`config.mk`:
```
export PLATFORM = sky130hd
export DESIGN_NAME = bit_stuffer
export DESIGN_NICKNAME = d
export VERILOG_FILES = /design/src/rtl/bit_stuffer.sv
export SDC_FILE = /design/constraint.sdc
export NUM_CORES = 1
export LEC_CHECK = 0
export CAP_MARGIN = 20
export CORE_ASPECT_RATIO = 2
export CORE_MARGIN = 5
export CORE_UTILIZATION = 30
export DETAILED_ROUTE_END_ITERATION = 10
export DONT_BUFFER_PORTS = 1
export GPL_ROUTABILITY_DRIVEN = 0
export HOLD_SLACK_MARGIN = 0.02
export PLACE_DENSITY = 0.49
export SKIP_CTS_REPAIR_TIMING = 1
export SYNTH_ARGS = -nofsm -noshare
export SYNTH_HDL_FRONTEND = slang
export SYNTH_SLANG_ARGS = --single-unit
export TNS_END_PERCENT = 100
```
`constraint.sdc`:
```
create_clock -name clk -period 1.4 [get_ports clk]
set_input_delay 0.28 -clock clk [delete_from_list [all_inputs] [get_ports clk]]
set_output_delay 0.28 -clock clk [all_outputs]
set_load 0.005 [all_outputs]
```
`src/rtl/bit_stuffer.sv`:
```
`default_nettype none
// ============================================================================
// Module   : bit_stuffer
// Purpose  : USB serial bit-stuffing stage between the CRC stage and the NRZI
//            encoder. Passes the serial stream through with one clock of
//            latency and inserts a 0 after every STUFF_LEN consecutive output
//            1s, holding off the upstream stage with `pause` while doing so.
// Ports    : clk, rst_n      - clock, asynchronous active-low reset
//            s_in            - serial bit from the CRC stage
//            start_b, endr_b - packet start / end strobes from the CRC stage
//            pause           - combinational hold-off towards the CRC stage
//            s_out,out_valid - registered stuffed bit stream and its qualifier
//            start_o, end_o  - registered packet framing strobes
//            stuff_cnt       - saturating count of 0s inserted in the packet
// Revision : 1.0 - initial release
// ============================================================================
module bit_stuffer #(
  parameter int STUFF_LEN = 6,
  parameter int SC_W      = 8
) (
  input  logic            clk,
  input  logic            rst_n,
  input  logic            s_in,
  input  logic            start_b,
  input  logic            endr_b,
  output logic            pause,
  output logic            s_out,
  output logic            out_valid,
  output logic            start_o,
  output logic            end_o,
  output logic [SC_W-1:0] stuff_cnt
);

  // Ones counter width is derived from the run length and never overridden.
  localparam int              CW       = $clog2(STUFF_LEN + 1);
  localparam logic [CW-1:0]   ONES_MAX = CW'(STUFF_LEN);
  localparam logic [SC_W-1:0] CNT_MAX  = '1;

  typedef enum logic [0:0] {
    IDLE   = 1'b0,
    ACTIVE = 1'b1
  } state_t;

  state_t        state;
  logic [CW-1:0] ones;
  logic          end_pend;   // endr_b arrived during a stuff cycle
  logic          first;      // next consumed bit is the first of the packet

  // A full run of 1s means this cycle emits the stuffed 0 instead of s_in,
  // so the upstream stage must hold its bit.
  assign pause = (state == ACTIVE) && (ones == ONES_MAX);

  always_ff @(posedge clk or negedge rst_n) begin
    if (!rst_n) begin
      state     <= IDLE;
      ones      <= '0;
      end_pend  <= 1'b0;
      first     <= 1'b0;
      s_out     <= 1'b0;
      out_valid <= 1'b0;
      start_o   <= 1'b0;
      end_o     <= 1'b0;
      stuff_cnt <= '0;
    end else begin
      start_o <= 1'b0;
      end_o   <= 1'b0;
      case (state)
        IDLE: begin
          out_valid <= 1'b0;
          if (start_b) begin
            state     <= ACTIVE;
            ones      <= '0;
            stuff_cnt <= '0;
            first     <= 1'b1;
            end_pend  <= 1'b0;
          end
        end
        ACTIVE: begin
          if (start_b) begin
            // Restart: abandon the current packet silently.
            ones      <= '0;
            stuff_cnt <= '0;
            first     <= 1'b1;
            end_pend  <= 1'b0;
            out_valid <= 1'b0;
          end else if (ones == ONES_MAX) begin
            // Stuffed 0 restarts the run; s_in stays held upstream.
            s_out     <= 1'b0;
            out_valid <= 1'b1;
            ones      <= '0;
            if (stuff_cnt != CNT_MAX) begin
              stuff_cnt <= stuff_cnt + 1'b1;
            end
            if (endr_b) begin
              end_pend <= 1'b1;
            end
          end else if (endr_b || end_pend) begin
            out_valid <= 1'b0;
            end_o     <= 1'b1;
            end_pend  <= 1'b0;
            state     <= IDLE;
          end else begin
            s_out     <= s_in;
            out_valid <= 1'b1;
            start_o   <= first;
            first     <= 1'b0;
            ones      <= s_in ? ones + 1'b1 : '0;
          end
        end
        default: state <= IDLE;
      endcase
    end
  end

endmodule
`default_nettype wire

```
After elaboration in Yosys (flattened, before gate mapping) --
Index checks and enable logic that the tools add are counted.
Word-level totals: bits in registers 18, input port bits 5, output and inout port bits 13, word-level logic and storage cells 70
Operators by class: add/sub/neg operators 2, equality and inequality tests 11, multiplexer cells 39, bitwise operators 2, reduce and logical (&&, ||, !) cells 7
Operators with widths (count):
- 2-to-1 mux 8 bit | 4
- 2-to-1 mux 1 bit | 24
- one-hot mux 8 bit (2 select lines) | 1
- 2-to-1 mux 3 bit | 5
- AND reduction 3 bit | 4
- adder 8 x 1 -> 8 bit (second input constant) | 1
- != test 4 bit (second input constant) | 2
- != test 8 bit (second input constant) | 1
- one-hot mux 1 bit (2 select lines) | 4
- != test 3 x 2 -> 1 bit (second input constant) | 2
- != test 3 bit (second input constant) | 2
- one-hot mux 3 bit (2 select lines) | 1
- != test 2 bit (second input constant) | 2
- != test 4 x 2 -> 1 bit (second input constant) | 1
- adder 3 x 1 -> 3 bit (second input constant) | 1
- == test 3 bit (second input constant) | 1
- inverter 1 bit | 2
- AND reduction 2 bit | 1
- logical AND 1 bit | 1
- logical OR 1 bit | 1

Depth between registers and ports, before layout --
word-level depth 6, mapped depth 7

Worst setup path before layout --
Ideal clock, no wire load.
path kind register to register, start point register ones[0], end point register ones[0], data arrival time 1.460 ns, data required time 1.275 ns, path slack -0.185 ns, stages on the path, launching flop included 7, path buffers 0, cells stage by stage dfrtp_1 -> inv_1 -> ha_1 -> nand2_1 -> o21ai_0 -> a21oi_1 -> mux2_2
On the way: word-level cells in the longest chain between the ends 6
RTL lines:
- from (decl) | RTL line 45 | logic [CW-1:0] ones;
- from (signal assigned) | RTL line 107 | ones <= s_in ? ones + 1'b1 : '0;
- adder 3 x 1 -> 3 bit | RTL line 107
- 2-to-1 mux 3 bit | RTL line 107
- 2-to-1 mux 3 bit | RTL line 97 | end else if (endr_b || end_pend) begin
- 2-to-1 mux 3 bit | RTL line 86 | end else if (ones == ONES_MAX) begin
- 2-to-1 mux 3 bit | RTL line 79 | if (start_b) begin
- one-hot mux 3 bit (2 select lines) | RTL line 67 | case (state)
Parallel ways exist; a longest one is shown, timed or not. The select of a mux whose other input is x is not followed. A chain may end at the register's enable or synchronous reset.

Final worst setup path --
start point register ones[0], end point output pause
On the way: word-level cells in the longest chain between the ends 2
RTL lines:
- == test 3 bit | RTL line 51 | assign pause = (state == ACTIVE) && (ones == ONES_MAX);
- logical AND 1 bit | RTL line 51
- to (decl) | RTL line 26 | output logic pause,
No other way between the ends.

==> qor.yml <==
status:
  status: "finished with violations"
  violations: "negative setup slack"
synthesis:
  synth.largest_area_cell: "dfrtp_1"
  syn_nets: 95
  syn_area_per_cell_sq_um: 10.2
  synth-compound-area-share_pct: 15.2
  synth_area_leaders: "dfrtp_1 (51%), ha_1 (4.2%), nand3_1 (3.9%)"
  ys_ff_latch: 18
  syn_inst: 87
  yosysSeqAreaShare_pct: 50.6
  synth_edf_count: 0
  synth_cell_types: 32
  synthSimpleGateAreaFrac_pct: 21.1
  ys_warn_count: 0
  synth_top_family_by_area: "simple AND/OR/NAND/NOR gates"
  synth_top_area_share_pct: 50.6
  yosys.area_share.xor_xnor_pct: 2.95
  synthArstFlopShare_pct: 100
  synth_fa_ha_area_share_pct: 4.21
  synth_common_cells: "dfrtp_1 (18), nor2_1 (9), nand2_1 (8)"
  synth_area_sq_um: 891
  muxShareOfSynthArea_pct: 3.65
  post-synth-top-count-cell: "dfrtp_1"
  ys.flop_type: "dfrtp_1"
timing:
  setup_tns_ps: -226
  fin_worst_skew_ps: 2.94
  worst_slack_ps: -97.1
  slew_headroom_pct: 43.4
  period_share_pct: 107
  worst_pin_slew_ps: 847
  setup_viol: 6
  drv_slew: 0
  hold_viol_final: 0
  max_freq_mhz: 668
  fin_crit_ps: 1500
  grt_setup_unrepaired: "yes"
power_and_ir_drop:
  ir_drop_mv: 0.558
  cellLeakagePower_nw: 0.565
  power_density_mw_per_mm2: 823
route:
  drtIter0Drc: 7
  drc: 0
  routedWlPerCell_microns: 16.7
  vias: 770
  routed_wl_microns: 2380
  dr.pass1.iters: 4
  postRouteAntennaNets: 0
  via_per_inst: 5.42
clocking:
  root_buffer: "clkbuf_8"
  cts_buffers: 3
  clk_pin_slew_worst_paths_ps: 60
  cts_max_level: 1
  clock-sinks: 18
  cts_tree: "built"
  clkLatencyLatePin_ps: 250
  cts_buffer_depth: 2
setup_path:
  slowest_delay_ps: 390
  path_max_fanout: 3
  arrival_ps: 1220
  crit_family: "flip-flops"
  end_kind: "output port"
  cp_common_cell: "buf_6"
  cp.required_ps: 1120
  path_class: "register to output port"
  r2r_slack_ps: -70
  crit_buf_inv: 4
  crit_chain: "inv_2 > ha_4 > nand3_4 > inv_4 > buf_6 > buf_6"
  cp-start-kind: "register"
  worst_path_max_delay_cell: "dfrtp_1"
hold_path:
  hp-class: "input port to register"
global_route:
  grt_pass1_vias: 797
  grt_pass1_wl_microns: 3680
  grt_max_degree: 19
  antenna_found_initial: 0
  grt-ovfl-total: 0
  grt_usage_pct: 11.4
cells_and_area:
  antenna_cells: 0
  fin_area_sq_mm: 0.00124
  final_nets: 122
  area_growth_pct: 38.9
  drive_gt1_share_pct: 39.3
  nFillCells: 294
floorplanning:
  rows: 28
  ios: 18
  die_y_microns: 87.1
  start_util_pct: 30.6
  die_x_microns: 48.5
  fp.dieArea_sq_mm: 0.00423
  core-area_sq_mm: 0.00291
place:
  dp_slack_ps: -109
  io_buffers: 0
  place_hpwl_microns: 1840
  place_area_sq_mm: 0.00108
flow_run:
  maxCapViolCount: 0
## cell usage in the layout (no fill, tap or decap), drive strengths merged, types with 4 or more instances in the layout
cell type,Yosys,routed
buf,1,22
dfrtp,18,18
nor2,9,9
nand3,8,8
nand2,8,8
o21ai,5,5
inv,3,4
a21oi,4,4
## worst reg2reg max path: stages, from the launching register on
cell and delay (ps):
dfrtp_1 390, inv_2 70, ha_4 140, nand3_4 90, inv_4 80, o22ai_2 70
or4_1 480, nand3_1 80
## metal layers
metal  share of wire [%]  track usage [%]  up-vias
li1                    -                -      364
met1                  35             10.1      377
met2                  56             20.7       19
met3                 4.1             3.43       10
met4                 4.8             8.33        0
met5                   0                0        -
## worst paths after layout
path	startpoint	cells past startpoint	to
max	ones[0]	6	pause
min in group asynchronous	rst_n	1	stuff_cnt[1]
min reg2reg	first	2	first
max reg2reg	ones[0]	7	stuff_cnt[4]
max in group asynchronous	rst_n	1	s_out
min	start_b	1	stuff_cnt[6]
## state kept, by name (all words and copies together) (netlist names)
name	cells
state	1
end_pend	1
end_o	1
s_out	1
stuff_cnt	8
out_valid	1
start_o	1
ones	3
first	1
## report_power, final
group | internal [W] | switching [W]
Combinational | 0.0000532 | 0.0000499
Sequential | 0.000540 | 0.0000175
Clock | 0.000191 | 0.000167
Total | 0.000784 | 0.000234
## metrics by stage
| step | instances | hold WS, ps | power (W) | utilization (%) |
|---|---|---|---|---|
| 5_1_grt | 142 | 69.7 | 0.00106 | 42.6 |
| 3_3_place_gp | 136 | -14.8 | 0.000638 | 37.0 |
| 2_1_floorplan | 87 | -15.6 | 0.000609 | - |
| 3_5_place_dp | 136 | -15.0 | 0.000641 | 37.0 |
| 6_report | 142 | 80.2 | 0.00102 | 42.6 |
| 4_1_cts | 139 | -286 | 0.000998 | 38.5 |
## cell type report
cell class	count	area [sq um]	share of cell area (%)
Inverter	4	17.5	1.42
Clock buffer	3	41.3	3.34
Timing Repair Buffer	23	190	15.4
Tap cell	30	37.5	3.03
Sequential cell	18	450	36.4
Multi-Input combinational cell	64	500	40.4
## cells by family after synthesis
family,Yosys count
and+or+nand+nor,36
muxes,3
buffers and inverters,5
adders and majority gates,3
xor gates and xnor gates,3
DFF,18
AOI/OAI and AO/OA,19
(Power assumes the default switching activity.)
